--- config.mk ---
export PLATFORM = sky130hd
export DESIGN_NAME = gray_decode_scheduler
export DESIGN_NICKNAME = d
export VERILOG_FILES = /design/src/rtl/gray_sched_pkg.sv /design/src/rtl/gray2bin_w.sv /design/src/rtl/gray_decode_scheduler.sv
export SDC_FILE = /design/constraint.sdc
export NUM_CORES = 1
export LEC_CHECK = 0
export CAP_MARGIN = 15
export CELL_PAD_IN_SITES_DETAIL_PLACEMENT = 1
export CELL_PAD_IN_SITES_GLOBAL_PLACEMENT = 1
export CORE_ASPECT_RATIO = 0.8
export CORE_MARGIN = 2
export CORE_UTILIZATION = 39
export DETAILED_ROUTE_END_ITERATION = 12
export GPL_ROUTABILITY_DRIVEN = 0
export PLACE_DENSITY = 0.86
export SYNTH_ARGS = -nofsm -noshare
export SYNTH_HDL_FRONTEND = slang
export SYNTH_SLANG_ARGS = --single-unit
--- constraint.sdc ---
create_clock -name clk -period 2 [get_ports clk]
set_clock_uncertainty 0.15 [all_clocks]
set_input_delay 0.4 -clock clk [delete_from_list [all_inputs] [get_ports clk]]
set_output_delay 0.4 -clock clk [all_outputs]
set_load 0.05 [all_outputs]
--- src/rtl/gray_sched_pkg.sv ---
// -----------------------------------------------------------------------------
// gray_sched_pkg
//   Shared types and constants for the Gray-decode scheduler.
//   - state_t   : scheduler FSM states (IDLE, LOAD, PRESENT)
//   - N_CH_DEF  : default number of requesting channels
//   - W_DEF     : default Gray/binary word width
//   - ch_width  : width of a channel index (clog2, never below 1)
// -----------------------------------------------------------------------------
package gray_sched_pkg;

    typedef enum logic [1:0] {
        IDLE    = 2'd0,
        LOAD    = 2'd1,
        PRESENT = 2'd2
    } state_t;

    localparam int N_CH_DEF = 4;
    localparam int W_DEF    = 4;

    function automatic int ch_width(input int n);
        return (n <= 2) ? 1 : $clog2(n);
    endfunction

endpackage

--- src/rtl/gray2bin_w.sv ---
// -----------------------------------------------------------------------------
// gray2bin_w
//   Combinational W-bit Gray-to-binary converter. Each binary bit is the XOR
//   of all Gray bits at or above its position.
//   Ports:
//     g_i : Gray-coded input word
//     b_o : binary output word
// -----------------------------------------------------------------------------
module gray2bin_w #(
    parameter int W = 4
) (
    input  logic [W-1:0] g_i,
    output logic [W-1:0] b_o
);

    // Running XOR from the MSB down avoids reading b_o back inside the block.
    always_comb begin
        logic acc;
        acc = 1'b0;
        b_o = '0;
        for (int k = W - 1; k >= 0; k--) begin
            acc    = acc ^ g_i[k];
            b_o[k] = acc;
        end
    end

endmodule

--- src/rtl/gray_decode_scheduler.sv ---
// -----------------------------------------------------------------------------
// gray_decode_scheduler
//   Round-robin scheduler sharing one registered Gray-to-binary stage among
//   N_CH channels. Requests are latched per channel, arbitrated fairly,
//   converted and presented on a valid/ready port.
//   Ports:
//     clk         : clock, rising edge
//     rst_n       : asynchronous active-low reset
//     req         : per-channel request strobe
//     gray_in     : channel i Gray word at [i*W +: W]
//     overrun_clr : per-channel clear of the sticky overrun flag
//     out_valid   : result available
//     out_ready   : consumer accepts the result
//     out_ch      : channel index of the result
//     out_bin     : converted binary value
//     overrun     : sticky flag, a request was overwritten while pending
//     busy        : FSM is not in IDLE
// -----------------------------------------------------------------------------
module gray_decode_scheduler
    import gray_sched_pkg::*;
#(
    parameter int N_CH = N_CH_DEF,
    parameter int W    = W_DEF,
    localparam int CH_W = ch_width(N_CH)
) (
    input  logic              clk,
    input  logic              rst_n,
    input  logic [N_CH-1:0]   req,
    input  logic [N_CH*W-1:0] gray_in,
    input  logic [N_CH-1:0]   overrun_clr,
    output logic              out_valid,
    input  logic              out_ready,
    output logic [CH_W-1:0]   out_ch,
    output logic [W-1:0]      out_bin,
    output logic [N_CH-1:0]   overrun,
    output logic              busy
);

    state_t            state_q, state_d;
    logic [N_CH-1:0]   pending_q, pending_d;
    logic [N_CH-1:0]   overrun_q, overrun_d;
    logic [CH_W-1:0]   rr_q, rr_d;
    logic [CH_W-1:0]   sel_q, sel_c;
    logic [W-1:0]      hold_q [N_CH];
    logic [W-1:0]      conv_in_q;
    logic [W-1:0]      conv_bin;
    logic              out_valid_q;
    logic [CH_W-1:0]   out_ch_q;
    logic [W-1:0]      out_bin_q;
    logic              grant;
    logic              load_en;
    logic              ack;

    // ---------------- FSM: state register ----------------
    always_ff @(posedge clk or negedge rst_n) begin
        if (!rst_n) state_q <= IDLE;
        else        state_q <= state_d;
    end

    // ---------------- FSM: next state ----------------
    always_comb begin
        state_d = state_q;
        case (state_q)
            IDLE:    if (|pending_q) state_d = LOAD;
            LOAD:    state_d = PRESENT;
            PRESENT: if (out_valid_q && out_ready) state_d = IDLE;
            default: state_d = IDLE;
        endcase
    end

    // ---------------- FSM: outputs / strobes ----------------
    always_comb begin
        grant   = (state_q == IDLE) && (|pending_q);
        load_en = (state_q == LOAD);
        ack     = (state_q == PRESENT) && out_valid_q && out_ready;
        busy    = (state_q != IDLE);
    end

    // Round-robin search: first pending index at or after rr, wrapping.
    always_comb begin
        logic found;
        int   idx;
        found = 1'b0;
        sel_c = '0;
        for (int k = 0; k < N_CH; k++) begin
            idx = int'(rr_q) + k;
            if (idx >= N_CH) idx = idx - N_CH;
            if (!found && pending_q[idx]) begin
                found = 1'b1;
                sel_c = CH_W'(idx);
            end
        end
    end

    // Capture and overrun bookkeeping. A request arriving for the channel
    // being granted re-arms pending with the new word and is not an overrun,
    // because the old word is consumed by this grant.
    always_comb begin
        logic hit;
        pending_d = pending_q;
        overrun_d = overrun_q;
        for (int i = 0; i < N_CH; i++) begin
            hit = grant && (int'(sel_c) == i);
            if (hit)            pending_d[i] = 1'b0;
            if (req[i])         pending_d[i] = 1'b1;
            if (overrun_clr[i]) overrun_d[i] = 1'b0;
            if (req[i] && pending_q[i] && !hit) overrun_d[i] = 1'b1;
        end
    end

    always_comb begin
        rr_d = rr_q;
        if (grant) rr_d = (int'(sel_c) == N_CH - 1) ? '0 : sel_c + CH_W'(1);
    end

    always_ff @(posedge clk or negedge rst_n) begin
        if (!rst_n) begin
            pending_q   <= '0;
            overrun_q   <= '0;
            rr_q        <= '0;
            sel_q       <= '0;
            out_valid_q <= 1'b0;
            out_ch_q    <= '0;
            out_bin_q   <= '0;
        end else begin
            pending_q <= pending_d;
            overrun_q <= overrun_d;
            rr_q      <= rr_d;
            if (grant) sel_q <= sel_c;
            if (load_en) begin
                out_valid_q <= 1'b1;
                out_ch_q    <= sel_q;
                out_bin_q   <= conv_bin;
            end else if (ack) begin
                out_valid_q <= 1'b0;
            end
        end
    end

    // Word storage carries no reset: it is only consumed behind pending.
    always_ff @(posedge clk) begin
        for (int i = 0; i < N_CH; i++) begin
            if (req[i]) hold_q[i] <= gray_in[i*W +: W];
        end
        if (grant) conv_in_q <= hold_q[sel_c];
    end

    gray2bin_w #(.W(W)) u_g2b (
        .g_i (conv_in_q),
        .b_o (conv_bin)
    );

    assign out_valid = out_valid_q;
    assign out_ch    = out_ch_q;
    assign out_bin   = out_bin_q;
    assign overrun   = overrun_q;

endmodule

== Word-level counts from Yosys, hierarchy flattened ==
Memory sizes are Yosys's and may differ from the RTL's. A register that Yosys moved wholly into a read port is not among the register bits.
Cells that the tools add are included.

* Bits in registers: 21
* RAM bits: 16
* Bits of input ports: 27
* Output and inout port bits: 12
* Logic and storage cells: 134
* Memories: 1

{| class="wikitable"
|+ Memories
! memory !! words !! bits a word !! read ports !! clocked after Yosys merged registers in !! write ports !! RTL line !! RTL
|-
| hold_q || 4 || 4 || 1 || 1 || 4 || gray_decode_scheduler.sv:44 || <nowiki>logic [W-1:0] hold_q [N_CH];</nowiki>
|}

* Add/sub/neg operators: 8
* Magnitude comparators: 8
* Eq/ne operators: 7
* Multiplexer cells: 53
* Bitwise operators: 3
* Reductions and logical operators: 40

{| class="wikitable"
|+ Operators by type and width
! operator !! count
|-
| $lt A32 B4 Y1 const B || 4
|-
| $mux W32 || 4
|-
| $mux W1 || 37
|-
| $reduce_bool A2 Y1 || 10
|-
| $logic_and A1 B1 Y1 || 19
|-
| $mux W2 || 7
|-
| $sub A3 B3 Y4 const B || 3
|-
| $ge A3 B3 Y1 const B || 3
|-
| $bmux W1 S2 || 4
|-
| $logic_not A1 Y1 || 7
|-
| $add A2 B2 Y3 const B || 2
|-
| $eq A2 B2 Y1 const B || 3
|-
| $pmux W2 S3 || 1
|-
| $eq A2 B1 Y1 const B || 2
|-
| $logic_not A2 Y1 || 2
|-
| $reduce_or A4 Y1 || 1
|-
| $sub A2 B3 Y4 const B || 1
|-
| $add A2 B1 Y3 const B || 1
|-
| $ge A2 B3 Y1 const B || 1
|-
| $xor A1 B1 Y1 || 3
|-
| $add A2 B1 Y2 const B || 1
|-
| $ne A2 B1 Y1 const B || 1
|-
| $ne A2 B2 Y1 const B || 1
|-
| $reduce_and A2 Y1 || 1
|}

== Logic depth before layout (Yosys ltp) ==
* Word-level depth: 20
* Depth in mapped cells: 6

== Hierarchy ==
From an unflattened synthesis, not the netlist that was laid out.

* Cells, all modules: 115
* Area, all modules: 1,682.9 um2

{| class="wikitable"
|+ By module, submodules not included
! module !! instances !! cells each !! area an instance (um2)
|-
| gray_decode_scheduler || 1 || 110 || 1,632.8
|-
| gray2bin_w || 1 || 5 || 50.0
|}

== Least setup slack after synthesis ==
Ideal clock, no wire load.

* Path kind: register to register
* From: register state_q[1]
* To: register overrun_q[1] (netlist: overrun[1])
* Setup time: 0.122 ns
* Arrival: 1.583 ns
* Path slack: 0.145 ns
* Cell stages (with the launch flop): 6
* Buffers on the path: 0
* Path through: dfrtp_1 -> or2_2 -> a21o_1 -> clkinv_1 -> nand3_2 -> a32o_1

* Word-level cells in the longest chain between the ends: 6
* Elaborated cells between the ends (all ways): 7

{| class="wikitable"
|+ Ends and longest elaborated chain
! what !! RTL line !! RTL
|-
| from (decl) || gray_decode_scheduler.sv:39 || <nowiki>state_t state_q, state_d;</nowiki>
|-
| from (signal assigned) || gray_decode_scheduler.sv:57 || <nowiki>else state_q <= state_d;</nowiki>
|-
| $logic_not A2 Y1 (*) || gray_decode_scheduler.sv:73 || <nowiki>grant = (state_q == IDLE) && (|pending_q);</nowiki>
|-
| $logic_and A1 B1 Y1 (*) || gray_decode_scheduler.sv:73 ||
|-
| net grant || gray_decode_scheduler.sv:50 || <nowiki>logic grant;</nowiki>
|-
| $logic_and A1 B1 Y1 (*) || gray_decode_scheduler.sv:103 || <nowiki>hit = grant && (int'(sel_c) == i);</nowiki>
|-
| $logic_not A1 Y1 (*) || gray_decode_scheduler.sv:107 || <nowiki>if (req[i] && pending_q[i] && !hit) overrun_d[i] = 1'b1;</nowiki>
|-
| $logic_and A1 B1 Y1 (*) || gray_decode_scheduler.sv:107 ||
|-
| $mux W1 or $reduce_bool A2 Y1 (tied branches) || - ||
|-
| to (signal assigned) || gray_decode_scheduler.sv:127 || <nowiki>overrun_q <= overrun_d;</nowiki>
|-
| to (decl) || gray_decode_scheduler.sv:41 || <nowiki>logic [N_CH-1:0] overrun_q, overrun_d;</nowiki>
|}

The timed path passes the listed nets; every way through them passes the cells marked *.
A chain may end at the register's enable or synchronous reset.

== Final worst setup path ==
* From: register pending_q[3]
* To: register overrun_q[2] (netlist: overrun[2])

* Word-level cells in the longest chain between the ends: 18
* Elaborated cells between the ends (all ways): 33

{| class="wikitable"
|+ Ends and longest elaborated chain
! what !! RTL line !! RTL
|-
| from (decl) || gray_decode_scheduler.sv:40 || <nowiki>logic [N_CH-1:0] pending_q, pending_d;</nowiki>
|-
| from (signal assigned) || gray_decode_scheduler.sv:126 || <nowiki>pending_q <= pending_d;</nowiki>
|-
| $bmux W1 S2 || gray_decode_scheduler.sv:88 || <nowiki>if (!found && pending_q[idx]) begin</nowiki>
|-
| $mux W1 (implied by the code) (2 in series) || gray_decode_scheduler.sv:88 ||
|-
| $mux W1 || gray_decode_scheduler.sv:88 ||
|-
| $logic_not A1 Y1 || gray_decode_scheduler.sv:88 ||
|-
| $logic_and A1 B1 Y1 || gray_decode_scheduler.sv:88 ||
|-
| $mux W1 || gray_decode_scheduler.sv:88 ||
|-
| $logic_not A1 Y1 || gray_decode_scheduler.sv:88 ||
|-
| $logic_and A1 B1 Y1 || gray_decode_scheduler.sv:88 ||
|-
| $mux W1 || gray_decode_scheduler.sv:88 ||
|-
| $logic_not A1 Y1 || gray_decode_scheduler.sv:88 ||
|-
| $logic_and A1 B1 Y1 || gray_decode_scheduler.sv:88 ||
|-
| $mux W2 || gray_decode_scheduler.sv:88 ||
|-
| $eq A2 B2 Y1 || gray_decode_scheduler.sv:103 ||
|-
| $logic_and A1 B1 Y1 (*) || gray_decode_scheduler.sv:103 ||
|-
| $logic_not A1 Y1 (*) || gray_decode_scheduler.sv:107 ||
|-
| $logic_and A1 B1 Y1 (*) || gray_decode_scheduler.sv:107 ||
|-
| $mux W1 or $reduce_bool A2 Y1 (tied branches) || - ||
|}

Every way passes the cells marked *; elsewhere a longest branch is shown, timed or not. The select of a mux whose other input is x is not followed.

==> flow_summary_export.csv <==
group,metric,value,unit
cells_and_area,layout.nets,200,
critical_path,cp.required,2.02,ns
worst_hold_path,hold_class,"input pin to asynchronous set/reset pin",
power_and_ir_drop,power_density,1700,mW/mm^2
place,dpl_cell_area,0.00213,sq mm
cells_and_area,final_common_cell,"clkdlybuf4s50_1",
sta,hold_viol_final,0,
global_routing,antenna_found_initial,0,
detailed_routing,wl_per_cell,15.3,um
sta,rsz0062_at_grt,"no",
die,rows,21,
power_and_ir_drop,ir_worst_vdd,0.922,mV
clocking,cts_tree,"yes",
synth,synth_cell_types,31,
cells_and_area,antenna-diode-count,0,
critical_path,crit_path_end_kind,"register",
die,dieArea,0.00485,sq mm
synth,seq_area_frac_synth,0.671,
clocking,post_cts_buffers,0,
critical_path,crit_chain,"nor2_1 -> a21oi_1 -> nand4_2 -> buf_4 -> o31ai_1 -> o22ai_1",
critical_path,path_class,"register to register",
synth,syn_avg_cell_area,13.4,sq um
global_routing,grt_pass1_wl,6000,um
power_and_ir_drop,finalPower,3.78,mW
critical_path,crit_fanout,7,
sta,setup_viol,0,
clocking,cts.sinks,41,
critical_path,cp_slowest_stage_delay,0.52,ns
sta,tightestPinTransition,0.356,ns
sta,slew_headroom,0.763,
clocking,insertion_delay,0.29,ns
die,dieHeight,62.7,um
detailed_routing,dr.pass1.iters,4,
synth,synth-seq-cells,41,
synth,synth_cells,125,
place,post-dp-hpwl,2850,um
place,dp_slack,0.165,ns
sta,fmax,0.541,GHz
outcome,status,"finished clean",
die,coreArea,0.00415,sq mm
sta,hold_slack,0.310,ns
cells_and_area,areaGrowthSynthToFinish,32.3,%
clocking,numCtsBuffers,5,
synth,synth_enable_flop_cells,20,
cells_and_area,final_cell_mix,"clkdlybuf4s50_1 (26), dfrtp_1 (21), edfxtp_1 (20)",
sta,slew_violations,0,
run,drv_cap,0,
clocking,cts-root-buf,"clkbuf_8",
sta,period_minus_slack,1.85,ns
sta,post-route-period-util,0.924,
critical_path,critPathCapture,"overrun[2]",
sta,tns,0,ns
detailed_routing,routed_via_density,4.86,
power_and_ir_drop,leakagePower,0.946,nW
global_routing,grt_pass1_vias,1289,
clocking,clkTransAtPathRegs,0.07,ns
global_routing,track_usage,0.163,
sta,layout_setup_ws,0.152,ns
detailed_routing,postRouteWirelength,3530,um
critical_path,cp.arrival,1.86,ns
place,portBuffers,38,
detailed_routing,vias,1122,
cells_and_area,drive_above_1_share,0.184,
die,io_pins,39,
critical_path,reg2regPathDepth,6,
die,start_util,0.404,
cells_and_area,fin_area,0.00222,sq mm
detailed_routing,detail-route-antenna-nets,0,
critical_path,rr_startpoint,"pending_q[3]",
detailed_routing,drt_iter0_markers,41,
synth,ys.flop_type,"dfrtp_1",
die,die_x,77.3,um
synth,syn_nets,152,
synth,syn_area,0.00168,sq mm
synth,ys_warn_count,0,
critical_path,r2r-end,"overrun[2]",
global_routing,overflow,0,
global_routing,grt_max_degree,22,
critical_path,r2r_setup_slack,0.15,ns
detailed_routing,drc_errors,0,
critical_path,crit_slowest_cell,"dfrtp_1",
clocking,cts_htree_levels,2,
synth,async_flop_share,0.512,
critical_path,startpoint,"pending_q[3]",
critical_path,startpoint_type,"register",
clocking,clockBufferDepth,2,
## stage by stage
| stage | util | std cells |
|---|---|---|
| 6_report | 0.535 | 231 |
| 4_1_cts | 0.535 | 231 |
| 2_1_floorplan | - | 125 |
| 3_3_place_gp | 0.513 | 223 |
| 3_5_place_dp | 0.513 | 223 |
| 5_1_grt | 0.535 | 231 |
## cell type report
type | instances | area (sq um)
Timing Repair Buffer | 43 | 388
Clock buffer | 6 | 82.6
Clock inverter | 2 | 8.76
Fill cell | 458 | 1930
Tap cell | 57 | 71.3
Inverter | 10 | 37.5
Multi-Input combinational cell | 72 | 505
Sequential cell | 41 | 1130
## critical path, delay by kind of cell, from the launching register on
kind	cells	cell delay, ns
flip-flops	1	0.52
buffers and inverters	1	0.18
AND/OR/NAND/NOR	2	0.26
AO/OA/AOI/OAI	3	0.62
## routing by layer
metal  global-route usage  share of wire  vias to the layer above
met5                    0              0                        -
met4               0.0670          0.016                        0
met3               0.0434          0.055                        6
met2                0.293           0.52                       34
met1                0.183           0.41                      543
li1                     -              -                      539
## cells by family (layout without fill, tap and decap cells)
kind of cell / count (synthesis) / in the layout / share of synthesized area
buf+inv: 12 / 61 / 0.0276
flops: 41 / 41 / 0.671
simple gates: 32 / 32 / 0.0947
compound gates: 23 / 23 / 0.106
xor+xnor: 3 / 3 / 0.0157
mux: 14 / 14 / 0.0850
## state kept, by name (all words and copies together), names as in the netlist, 2 cells and up
signal     count
state_q        2
hold_q        16
overrun        4
pending_q      4
out_bin        4
out_ch         2
sel_q          2
rr_q           2
conv_in_q      4
## Yosys cell counts (3+ instances only)
| master | instances | area, sq um |
|---|---|---|
| mux2i_1 | 12 | 120 |
| a21o_1 | 3 | 22.5 |
| a21oi_1 | 4 | 20.0 |
| nand2_1 | 12 | 45.0 |
| nor2_1 | 9 | 33.8 |
| inv_1 | 9 | 33.8 |
| o21ai_0 | 8 | 40.0 |
| edfxtp_1 | 20 | 601 |
| dfrtp_1 | 21 | 526 |
## where the power goes
group	switching, mW	internal [mW]	leakage (nW)
sequential	0.208	1.20	0.435
combinational	1.09	0.737	0.463
clock	0.272	0.273	0.0486
## timing repair
action / 4_1_cts / 5_1_grt
hold buffers: 0 / 0
setup endpoints to repair: 0 / 1
endpoints found under the hold margin: 0 / 0
resized for setup: 0 / 1
## worst min path at each step
stage	slack, ns	to	from	cells past startpoint
floorplan	-0.05	out_bin[0]	rst_n	0
global placement	0.30	out_valid	state_q[1]	1
detailed placement	0.34	out_valid	state_q[1]	1
CTS	0.31	out_valid	rst_n	2
global route	0.33	out_ch[1]	rst_n	2
finish	0.31	out_valid	rst_n	2
No activity file was read; power rests on OpenSTA's default activity.
